`src/rtl/qspi_pkg.sv`:
```
// Shared definitions for the QSPI shift engine: lane modes, FSM states,
// per-mode SCLK-per-byte constants and the lane packing/unpacking helpers.
package qspi_pkg;

    typedef enum logic [1:0] {
        LANE_SINGLE = 2'b00,
        LANE_DUAL   = 2'b01,
        LANE_QUAD   = 2'b10
    } lane_mode_e;

    typedef enum logic [2:0] {
        ST_IDLE,
        ST_SETUP,
        ST_LOAD,
        ST_SHIFT,
        ST_PUSH,
        ST_HOLD
    } state_e;

    localparam int unsigned SCLK_PER_BYTE_SINGLE = 8;
    localparam int unsigned SCLK_PER_BYTE_DUAL   = 4;
    localparam int unsigned SCLK_PER_BYTE_QUAD   = 2;

    // Encoding 2'b11 is reserved and runs as single-lane.
    function automatic lane_mode_e norm_mode(input logic [1:0] m);
        case (m)
            2'b01:   return LANE_DUAL;
            2'b10:   return LANE_QUAD;
            default: return LANE_SINGLE;
        endcase
    endfunction

    // Index of the last bit group in a byte (SCLK cycles per byte minus one).
    function automatic logic [2:0] last_group(input lane_mode_e m);
        case (m)
            LANE_DUAL: return 3'(SCLK_PER_BYTE_DUAL - 1);
            LANE_QUAD: return 3'(SCLK_PER_BYTE_QUAD - 1);
            default:   return 3'(SCLK_PER_BYTE_SINGLE - 1);
        endcase
    endfunction

    function automatic logic [3:0] lane_mask(input lane_mode_e m);
        case (m)
            LANE_DUAL: return 4'b0011;
            LANE_QUAD: return 4'b1111;
            default:   return 4'b0001;
        endcase
    endfunction

    // Top bits of the shift register mapped onto the lanes, MSB on the highest lane.
    function automatic logic [3:0] tx_group(input lane_mode_e m, input logic [7:0] b);
        case (m)
            LANE_DUAL: return {2'b00, b[7:6]};
            LANE_QUAD: return b[7:4];
            default:   return {3'b000, b[7]};
        endcase
    endfunction

    function automatic logic [7:0] tx_advance(input lane_mode_e m, input logic [7:0] b);
        case (m)
            LANE_DUAL: return {b[5:0], 2'b00};
            LANE_QUAD: return {b[3:0], 4'b0000};
            default:   return {b[6:0], 1'b0};
        endcase
    endfunction

    // Single mode receives on io[1]; multi-lane modes receive on the low lanes.
    function automatic logic [7:0] rx_merge(input lane_mode_e m, input logic [7:0] sh,
                                            input logic [3:0] io);
        case (m)
            LANE_DUAL: return {sh[5:0], io[1:0]};
            LANE_QUAD: return {sh[3:0], io};
            default:   return {sh[6:0], io[1]};
        endcase
    endfunction

endpackage

```
`src/rtl/qspi_shift_engine_if.sv`:
```
// FIFO-side bus of the QSPI shift engine. master = engine, slave = FIFO pair.
interface qspi_shift_engine_if #(parameter int unsigned DWID = 8);

    logic [DWID-1:0] tx_rdata;
    logic            tx_empty;
    logic            tx_ren;
    logic [DWID-1:0] rx_wdata;
    logic            rx_wen;
    logic            rx_full;

    modport master (
        input  tx_rdata, tx_empty, rx_full,
        output tx_ren, rx_wdata, rx_wen
    );

    modport slave (
        output tx_rdata, tx_empty, rx_full,
        input  tx_ren, rx_wdata, rx_wen
    );

endinterface

```
`src/rtl/qspi_clkgen.sv`:
```
// SCLK half-period generator. Counts div..0 while run is high; on the zero
// count it reloads and, when toggle_en is set, toggles sclk and flags the
// corresponding rise/fall. Outside run (or on clr) sclk is forced low.
module qspi_clkgen #(
    parameter int unsigned DIVWID = 8
) (
    input  logic              clk,
    input  logic              rst,
    input  logic              run,
    input  logic              toggle_en,
    input  logic              clr,
    input  logic [DIVWID-1:0] div,
    output logic              sclk,
    output logic              tick,
    output logic              rise,
    output logic              fall
);

    logic [DIVWID-1:0] cnt;

    assign tick = run && !clr && (cnt == '0);
    assign rise = tick && toggle_en && !sclk;
    assign fall = tick && toggle_en && sclk;

    // Half-period down-counter and sclk toggle.
    always_ff @(posedge clk) begin
        if (rst || clr || !run) begin
            cnt  <= div;
            sclk <= 1'b0;
        end else if (cnt == '0) begin
            cnt <= div;
            if (toggle_en)
                sclk <= ~sclk;
        end else begin
            cnt <= cnt - DIVWID'(1);
        end
    end

endmodule

```
`src/rtl/qspi_shift_engine.sv`:
```
// QSPI shift engine: pops TX FIFO bytes, shifts them out on 1/2/4 lanes in
// SPI mode 0, packs sampled lanes into bytes for the RX FIFO.
// Optional feature macro: QSPI_ABORT_EN (adds the abort input).
module qspi_shift_engine
    import qspi_pkg::*;
#(
    parameter int unsigned DWID   = 8,
    parameter int unsigned LENWID = 16,
    parameter int unsigned DIVWID = 8
) (
    input  logic              clk,
    input  logic              rst,
`ifdef QSPI_ABORT_EN
    input  logic              abort,
`endif
    input  logic              start,
    input  logic [LENWID-1:0] xfer_len,
    input  logic [1:0]        lane_mode,
    input  logic              tx_en,
    input  logic              rx_en,
    input  logic [DIVWID-1:0] clk_div,
    qspi_shift_engine_if.master fifo,
    output logic              sclk,
    output logic              cs_n,
    output logic [3:0]        io_out,
    output logic [3:0]        io_oe,
    input  logic [3:0]        io_in,
    output logic              busy,
    output logic              done
);

    state_e            state;
    lane_mode_e        mode_q;
    logic              tx_en_q;
    logic              rx_en_q;
    logic [LENWID-1:0] len_q;
    logic [DIVWID-1:0] div_q;
    logic [LENWID-1:0] byte_cnt;
    logic [2:0]        grp_cnt;
    logic [DWID-1:0]   tx_sh;
    logic [DWID-1:0]   rx_sh;
    logic [DWID-1:0]   tx_next;
    logic              tx_ren_q;
    logic              rx_wen_q;
    logic [DWID-1:0]   rx_wdata_q;

    logic              gen_run;
    logic              gen_toggle;
    logic [DIVWID-1:0] div_src;
    logic              tick;
    logic              rise;
    logic              fall;
    logic              abort_hit;

`ifdef QSPI_ABORT_EN
    // HOLD is already the abort target, so a held abort cannot stall it.
    assign abort_hit = abort && (state != ST_IDLE) && (state != ST_HOLD);
`else
    assign abort_hit = 1'b0;
`endif

    assign fifo.tx_ren   = tx_ren_q;
    assign fifo.rx_wen   = rx_wen_q;
    assign fifo.rx_wdata = rx_wdata_q;

    assign gen_run    = (state == ST_SETUP) || (state == ST_SHIFT) || (state == ST_HOLD);
    assign gen_toggle = (state == ST_SHIFT);
    // In IDLE the counter preloads straight from clk_div so SETUP starts with the new value.
    assign div_src    = (state == ST_IDLE) ? clk_div : div_q;
    assign tx_next    = tx_advance(mode_q, tx_sh);

    qspi_clkgen #(
        .DIVWID (DIVWID)
    ) u_clkgen (
        .clk       (clk),
        .rst       (rst),
        .run       (gen_run),
        .toggle_en (gen_toggle),
        .clr       (abort_hit),
        .div       (div_src),
        .sclk      (sclk),
        .tick      (tick),
        .rise      (rise),
        .fall      (fall)
    );

    // Transfer FSM with registered pad and FIFO strobes.
    always_ff @(posedge clk) begin
        if (rst) begin
            state      <= ST_IDLE;
            mode_q     <= LANE_SINGLE;
            tx_en_q    <= 1'b0;
            rx_en_q    <= 1'b0;
            len_q      <= '0;
            div_q      <= '0;
            byte_cnt   <= '0;
            grp_cnt    <= '0;
            tx_sh      <= '0;
            rx_sh      <= '0;
            tx_ren_q   <= 1'b0;
            rx_wen_q   <= 1'b0;
            rx_wdata_q <= '0;
            cs_n       <= 1'b1;
            io_out     <= '0;
            io_oe      <= '0;
            busy       <= 1'b0;
            done       <= 1'b0;
        end else begin
            done     <= 1'b0;
            rx_wen_q <= 1'b0;
            if (abort_hit) begin
                state    <= ST_HOLD;
                tx_ren_q <= 1'b0;
                io_out   <= '0;
                io_oe    <= '0;
            end else begin
                case (state)
                    ST_IDLE: begin
                        if (start) begin
                            mode_q   <= norm_mode(lane_mode);
                            tx_en_q  <= tx_en;
                            // Multi-lane with TX enabled has no free lanes to receive on.
                            rx_en_q  <= rx_en && (!tx_en || norm_mode(lane_mode) == LANE_SINGLE);
                            len_q    <= xfer_len;
                            div_q    <= clk_div;
                            byte_cnt <= '0;
                            io_out   <= '0;
                            io_oe    <= tx_en ? lane_mask(norm_mode(lane_mode)) : 4'b0000;
                            busy     <= 1'b1;
                            cs_n     <= 1'b0;
                            state    <= ST_SETUP;
                        end
                    end
                    ST_SETUP: begin
                        if (tick)
                            state <= ST_LOAD;
                    end
                    ST_LOAD: begin
                        // Pop is a registered strobe; the byte is captured while it is high.
                        if (tx_ren_q) begin
                            tx_ren_q <= 1'b0;
                            tx_sh    <= fifo.tx_rdata;
                            io_out   <= tx_group(mode_q, fifo.tx_rdata);
                            rx_sh    <= '0;
                            grp_cnt  <= last_group(mode_q);
                            state    <= ST_SHIFT;
                        end else if (!tx_en_q) begin
                            tx_sh   <= '0;
                            io_out  <= '0;
                            rx_sh   <= '0;
                            grp_cnt <= last_group(mode_q);
                            state   <= ST_SHIFT;
                        end else if (!fifo.tx_empty) begin
                            tx_ren_q <= 1'b1;
                        end
                    end
                    ST_SHIFT: begin
                        if (rise) begin
                            rx_sh <= rx_merge(mode_q, rx_sh, io_in);
                        end else if (fall) begin
                            if (grp_cnt == 3'd0) begin
                                state <= ST_PUSH;
                            end else begin
                                grp_cnt <= grp_cnt - 3'd1;
                                tx_sh   <= tx_next;
                                io_out  <= tx_en_q ? tx_group(mode_q, tx_next) : 4'b0000;
                            end
                        end
                    end
                    ST_PUSH: begin
                        if (!(rx_en_q && fifo.rx_full)) begin
                            if (rx_en_q) begin
                                rx_wen_q   <= 1'b1;
                                rx_wdata_q <= rx_sh;
                            end
                            if (byte_cnt == len_q) begin
                                state <= ST_HOLD;
                            end else begin
                                byte_cnt <= byte_cnt + LENWID'(1);
                                state    <= ST_LOAD;
                            end
                        end
                    end
                    ST_HOLD: begin
                        if (tick) begin
                            cs_n   <= 1'b1;
                            busy   <= 1'b0;
                            done   <= 1'b1;
                            io_out <= '0;
                            io_oe  <= '0;
                            state  <= ST_IDLE;
                        end
                    end
                    default: state <= ST_IDLE;
                endcase
            end
        end
    end

endmodule
```
`src/flat_wrapper.sv`:
```
// flat-port wrapper written by rule: the top's interface ports become plain ports
module qspi_shift_engine_flat import qspi_pkg::*;
#(
    parameter int unsigned DWID   = 8,
    parameter int unsigned LENWID = 16,
    parameter int unsigned DIVWID = 8
)
  (clk, rst, start, xfer_len, lane_mode, tx_en, rx_en, clk_div, sclk, cs_n, io_out, io_oe, io_in, busy, done, fifo_tx_rdata, fifo_tx_empty, fifo_rx_full, fifo_tx_ren, fifo_rx_wdata, fifo_rx_wen);
  qspi_shift_engine_if #(.DWID(DWID)) fifo_i ();
  input  logic clk;
  input  logic rst;
  input  logic start;
  input  logic [LENWID-1:0] xfer_len;
  input  logic [1:0] lane_mode;
  input  logic tx_en;
  input  logic rx_en;
  input  logic [DIVWID-1:0] clk_div;
  output logic sclk;
  output logic cs_n;
  output logic [3:0] io_out;
  output logic [3:0] io_oe;
  input  logic [3:0] io_in;
  output logic busy;
  output logic done;
  input wire logic [$bits(fifo_i.tx_rdata)-1:0] fifo_tx_rdata;
  input wire logic [$bits(fifo_i.tx_empty)-1:0] fifo_tx_empty;
  input wire logic [$bits(fifo_i.rx_full)-1:0] fifo_rx_full;
  output wire logic [$bits(fifo_i.tx_ren)-1:0] fifo_tx_ren;
  output wire logic [$bits(fifo_i.rx_wdata)-1:0] fifo_rx_wdata;
  output wire logic [$bits(fifo_i.rx_wen)-1:0] fifo_rx_wen;
  assign fifo_i.tx_rdata = fifo_tx_rdata;
  assign fifo_i.tx_empty = fifo_tx_empty;
  assign fifo_i.rx_full = fifo_rx_full;
  assign fifo_tx_ren = fifo_i.tx_ren;
  assign fifo_rx_wdata = fifo_i.rx_wdata;
  assign fifo_rx_wen = fifo_i.rx_wen;
  qspi_shift_engine #(.DWID(DWID), .LENWID(LENWID), .DIVWID(DIVWID)) u_core (.clk(clk), .rst(rst), .start(start), .xfer_len(xfer_len), .lane_mode(lane_mode), .tx_en(tx_en), .rx_en(rx_en), .clk_div(clk_div), .fifo(fifo_i), .sclk(sclk), .cs_n(cs_n), .io_out(io_out), .io_oe(io_oe), .io_in(io_in), .busy(busy), .done(done));
endmodule
```
`config.mk`:
```
export PLATFORM = sky130hd
export DESIGN_NAME = qspi_shift_engine_flat
export DESIGN_NICKNAME = d
export VERILOG_FILES = /design/src/rtl/qspi_pkg.sv /design/src/rtl/qspi_shift_engine_if.sv /design/src/rtl/qspi_clkgen.sv /design/src/rtl/qspi_shift_engine.sv /design/src/flat_wrapper.sv
export SDC_FILE = /design/constraint.sdc
export NUM_CORES = 1
export LEC_CHECK = 0
export CAP_MARGIN = 30
export CORE_MARGIN = 1
export CORE_UTILIZATION = 45
export DETAILED_ROUTE_END_ITERATION = 7
export GPL_TIMING_DRIVEN = 1
export PLACE_DENSITY = 0.79
export SETUP_SLACK_MARGIN = 0.15
export SLEW_MARGIN = 10
export SYNTH_ARGS = -nofsm -noshare
export SYNTH_HDL_FRONTEND = slang
export SYNTH_SLANG_ARGS = --single-unit
```
`constraint.sdc`:
```
create_clock -name clk -period 5.4 [get_ports clk]
set_input_delay 1.62 -clock clk [delete_from_list [all_inputs] [get_ports clk]]
set_output_delay 1.62 -clock clk [all_outputs]
set_load 0.05 [all_outputs]
```
* Word level (Yosys, flattened, before mapping)
Index checks and enable logic that the tools add are counted.
** Word-level totals
- Register bits after elaboration :: 95
- Output and inout bits :: 22
- Word-level logic and storage cells :: 148
** Cells by class
- $add $sub $neg :: 3
- Equal/unequal tests :: 23
- Mux-type cells :: 66
- Bitwise operators :: 4
- Reductions and logical operators :: 32
** Operators with widths (number)
- 16-bit two-way mux :: 3
- 8-bit two-way mux :: 6
- 8-bit one-hot mux with 2 select lines :: 3
- 3-bit two-way mux :: 15
- 4-bit two-way mux :: 10
- 16-bit one-hot mux with 2 select lines :: 1
- 4-bit one-hot mux with 2 select lines :: 4
- 7-bit two-way mux :: 4
- 3-bit one-hot mux with 6 select lines :: 1
- 16-bit by 1-bit adder with 16-bit output, second input constant :: 1
- 16-bit equality test :: 1
- 4-bit one-hot mux with 4 select lines :: 1
- 2-bit inequality test, second input constant :: 7
- 7-bit one-hot mux with 2 select lines :: 1
- 3-bit one-hot mux with 2 select lines :: 2
- 1-bit two-way mux :: 9
- 3-bit AND reduction :: 3
- 8-bit zero test :: 1
- 8-bit AND reduction :: 1
- 8-bit by 1-bit subtractor with 8-bit output, second input constant :: 1
- 7-bit AND reduction :: 1
- 2-bit by 1-bit equality test with 1-bit output, second input constant :: 3
- 2-bit equality test, second input constant :: 3
- 3-bit by 2-bit equality test with 1-bit output, second input constant :: 2
- 21 further kinds :: 44

* Logic depth before layout (Yosys ltp)
- Depth in word-level cells :: 10
- Gate-level depth with buffers :: 9
- Mapped depth without buffers :: 8

* By module
Synthesis repeated with hierarchy kept, for this count alone.
** Second synthesis, totals
- Cells, all modules :: 598
- Area total of the unflattened synthesis :: 4852.2 um^2
** By module, submodules not included
- qspi_shift_engine :: instances 1, cells an instance 541, area each 4327.9 um^2, sequential area each 1701.6 um^2
- qspi_clkgen :: instances 1, cells an instance 57, area each 524.3 um^2, sequential area each 180.2 um^2

* Least setup slack after synthesis
No wires, ideal clock.
- Path kind :: input -> register
- Start point :: input rst
- End point :: register u_core.u_clkgen.cnt[1]
- Arrival time :: 2.681 ns
- Required time :: 5.271 ns
- Setup slack :: 2.590 ns
- Stages on the path :: 7
- Path buffers :: 2
- Cell sequence :: clkbuf_1 > inv_1 > nand2_1 > a21oi_1 > nand2_1 > clkbuf_1 > o21ai_0
** On the way
- Word-level cells in the longest chain between the ends :: 2
** RTL lines
- start: declaration :: RTL line flat_wrapper.sv:11 : input logic rst;
- 1-bit logical OR :: RTL line qspi_clkgen.sv:27 : if (rst || clr || !run) begin
- 8-bit two-way mux :: RTL line qspi_clkgen.sv:27
- end signal: assignment :: RTL line qspi_clkgen.sv:28 : cnt <= div;
- end signal: assignment :: RTL line qspi_clkgen.sv:31 : cnt <= div;
- end signal: assignment :: RTL line qspi_clkgen.sv:35 : cnt <= cnt - DIVWID'(1);
- end: declaration :: RTL line qspi_clkgen.sv:19 : logic [DIVWID-1:0] cnt;
No other way between the ends.
A chain may end at the register's enable or synchronous reset.

* Worst setup path in the final report
- Start point :: input start
- End point :: register u_core.byte_cnt[11]
** On the way
- Word-level cells in the longest chain between the ends :: 2
** RTL lines
- start: declaration :: RTL line flat_wrapper.sv:12 : input logic start;
- 2-bit inequality test (no source line)
- 4-bit AND reduction (no source line)
- end signal: assignment :: RTL line qspi_shift_engine.sv:179 : byte_cnt <= byte_cnt + LENWID'(1);
- end: declaration :: RTL line qspi_shift_engine.sv:38 : logic [LENWID-1:0] byte_cnt;
No other way between the ends.

==> results_dict.tcl <==
set metrics [dict create \
    ant_nets 0 \
    worstPathArrival_ns 3.80 \
    synth_cell_types 61 \
    clock_skew_ns 0.01207 \
    fin_crit_sh 0.6445 \
    finalCriticalPeriod_ns 3.480 \
    cts_resized 0 \
    initial_core_util 0.4734 \
    syn-num-nets 635 \
    synthCells 580 \
    synth_area_um2 4712 \
    ys_seq_elements 94 \
    vias_per_cell 5.661 \
    portBuffers 66 \
    place_congestion 0.8296 \
    ys_warn_count 0 \
    timing.hold.ws_ns 0.4579 \
    drv_slew 0 \
    syn_area_per_cell_um2 8.124 \
    hold_buffers 0 \
    grt_max_degree 72 \
    worst_pin_slew_ns 0.8122 \
    crit_path_end_kind "register" \
    numCtsBuffers 9 \
    critPathKind "input pin to register" \
    drt_pre_antenna_iters 5 \
    cts_setup_buffers 0 \
    wl_mm 11.26 \
    reg2reg_slack_ns 2.55 \
    leakagePower_nw 2.084 \
    coreArea_um2 9955 \
    route.detailed.drc 0 \
    io_pins 67 \
    post-dp-hpwl_mm 7.903 \
    grt_usage 0.2152 \
    die_y_um 104.3 \
    synth_edf_count 0 \
    cts_tree "yes" \
    grt_pass1_vias 3997 \
    die-area_um2 10880 \
    grt_pass1_wl_mm 19.41 \
    cts_buffer_depth 2 \
    synth_simple_gate_area_frac 0.2342 \
    relSlewSlack 0.4582 \
    cp_data_required_time_ns 5.72 \
    yosys.area_share.adder 0.02655 \
    power-per-cell-area_nw_per_um2 253.2 \
    maxCapViolCount 0 \
    synth_top_flop_cell "dfxtp_1" \
    placementRows 36 \
    cts_htree_levels 3 \
    root_buffer "clkbuf_8" \
    fin_area_um2 5532 \
    synth_compound_area_frac 0.2026 \
    hp-class "register to register" \
    layout-drive-gt1-share 0.04976 \
    cts.reportedPaths.clkPinSlew_ns 0.09 \
    dr_total_vias 4280 \
    nNetsFinal 673 \
    synth_top_family_by_area "simple AND/OR/NAND/NOR gates" \
    crit_path_max_fanout 23 \
    cts_sinks 94 \
    setup_viol 0 \
    diodes 0 \
    cp-start-kind "input pin" \
    vdd_ir_drop_max_mv 0.1258 \
    fin_tns_setup_ns 0 \
    synthXorXnorAreaFrac 0.04275 \
    fp.dieW_um 104.3 \
    syn_to_final_growth_pct 17.39 \
    drtIter0Drc 242 \
    antenna_found_initial 0 \
    grt-ovfl-total 0 \
    fmax_ghz 0.2873 \
    synthMuxAreaShare 0.04063 \
    ys_seq_area_frac 0.3994 \
    insertion_delay_ns 0.37 \
    run_status "finished, final reports clean" \
    fill_cells 913 \
    post_drt_wl_per_cell_um 14.89 \
    async_reset_ff_frac 0 \
    hold_violations 0 \
    place_area_um2 5355 \
    rsz0062_at_grt "no" \
]
==> final cells by class <==
class,instances,area [µm²],share of cell area
multi-input combinational,431,2576,0.4657
sequential,94,1882,0.3402
timing repair buffer,70,685.7,0.1240
tap,133,166.4,0.03008
clock buffer,12,145.1,0.02624
inverter,12,45.04,0.008143
clock inverter,4,31.28,0.005655
==> cell families after synthesis <==
| family | count (synthesis) |
|---|---|
| AOI/OAI and AO/OA | 147 |
| xor gates and xnor gates | 23 |
| adders and majority gates | 10 |
| buffers and inverters | 55 |
| DFF | 94 |
| muxes | 19 |
| and+or+nand+nor | 232 |
==> cells in the final DEF (no fill, tap or decap), drive strengths merged, types with 9 or more instances in the layout <==
| cell | Yosys | routed |
|---|---|---|
| nor2 | 55 | 55 |
| xor2 | 21 | 21 |
| dfxtp | 94 | 94 |
| mux2i | 18 | 18 |
| nand2 | 96 | 96 |
| nor4 | 9 | 9 |
| a21oi | 64 | 64 |
| clkdlybuf4s50 | 0 | 65 |
| nand3 | 21 | 21 |
| o21ai | 27 | 27 |
| a221o | 9 | 9 |
| clkbuf | 29 | 12 |
| inv | 12 | 13 |
| ha | 10 | 10 |
==> cells in the mapped netlist (3+ instances only) <==
cell | number | area share
nand2_1 | 95 | 0.076
nand3b_1 | 3 | 0.0048
a211oi_1 | 4 | 0.0064
clkbuf_1 | 29 | 0.023
nor4_1 | 8 | 0.011
nor2b_1 | 4 | 0.0053
a221o_1 | 8 | 0.017
nand4_1 | 7 | 0.0093
mux2i_1 | 18 | 0.038
xor2_1 | 21 | 0.039
or4_1 | 4 | 0.0064
a22oi_1 | 3 | 0.0048
o211ai_1 | 4 | 0.0064
ha_1 | 10 | 0.027
nor3_1 | 6 | 0.0064
a31oi_1 | 6 | 0.0080
a221oi_1 | 3 | 0.0056
o21ai_1 | 8 | 0.0085
buf_6 | 4 | 0.0096
nor2_1 | 54 | 0.043
and3_1 | 5 | 0.0066
o21ai_0 | 18 | 0.019
inv_1 | 12 | 0.0096
o2111ai_1 | 6 | 0.011
dfxtp_1 | 94 | 0.40
buf_4 | 3 | 0.0048
buf_2 | 5 | 0.0053
a21oi_1 | 64 | 0.068
nand2b_1 | 5 | 0.0066
or3_1 | 8 | 0.011
nand3_1 | 21 | 0.022
==> path summary, 6_finish.rpt <==
kind / depth (start not counted) / start / endpoint
hold reg to reg: 2 / u_core.div_q[2] / u_core.div_q[2]
hold / removal: 2 / u_core.div_q[2] / u_core.div_q[2]
setup reg to reg: 6 / u_core.state[0] / u_core.byte_cnt[11]
setup / recovery: 5 / start / u_core.byte_cnt[11]
==> through the flow <==
| step | util | cells | worst slack, ns | power (mW) |
|---|---|---|---|---|
| floorplan | - | 580 | 2.590 | 0.9166 |
| global placement | 0.5380 | 740 | 1.585 | 0.9831 |
| detailed placement | 0.5380 | 740 | 1.515 | 0.9908 |
| CTS | 0.5557 | 756 | 1.909 | 1.411 |
| global route | 0.5557 | 756 | 1.723 | 1.469 |
| finish | 0.5557 | 756 | 1.920 | 1.401 |
==> power by group <==
part           switching [mW]  internal (mW)
registers              0.0302          0.725
logic                   0.127         0.0942
clock network           0.242          0.183
total                   0.399           1.00
==> worst max-delay path, stage by stage <==
cell             delay [ns]
clkdlybuf4s50_1        0.44
nand2_1                0.57
nand2_1                0.44
or4_1                  0.62
nand2_1                0.08
==> flip-flops by register name (all words and copies together) (netlist names) <==
| name | cells |
|---|---|
| u_core.fifo.tx_ren | 1 |
| u_core.done | 1 |
| u_core.fifo.rx_wen | 1 |
| u_core.cs_n | 1 |
| u_core.u_clkgen.sclk | 1 |
| u_core.rx_sh | 8 |
| u_core.io_out | 4 |
| u_core.grp_cnt | 3 |
| u_core.tx_en_q | 1 |
| u_core.u_clkgen.cnt | 8 |
| u_core.div_q | 8 |
| u_core.mode_q | 2 |
| u_core.tx_sh | 7 |
| u_core.io_oe | 3 |
| u_core.len_q | 16 |
| u_core.rx_en_q | 1 |
| u_core.state | 3 |
| u_core.busy | 1 |
| u_core.byte_cnt | 16 |
| u_core.fifo.rx_wdata | 8 |
==> routing by layer <==
metal  track usage  wire length (µm)  vias up
met5             0                 0        -
met4       0.08469               227        0
met3       0.03133               494       25
met2        0.3444              5325      121
met1        0.2904              5210     2008
li1              -                 -     2126
Note: power is estimated with default switching activity, not from simulation.
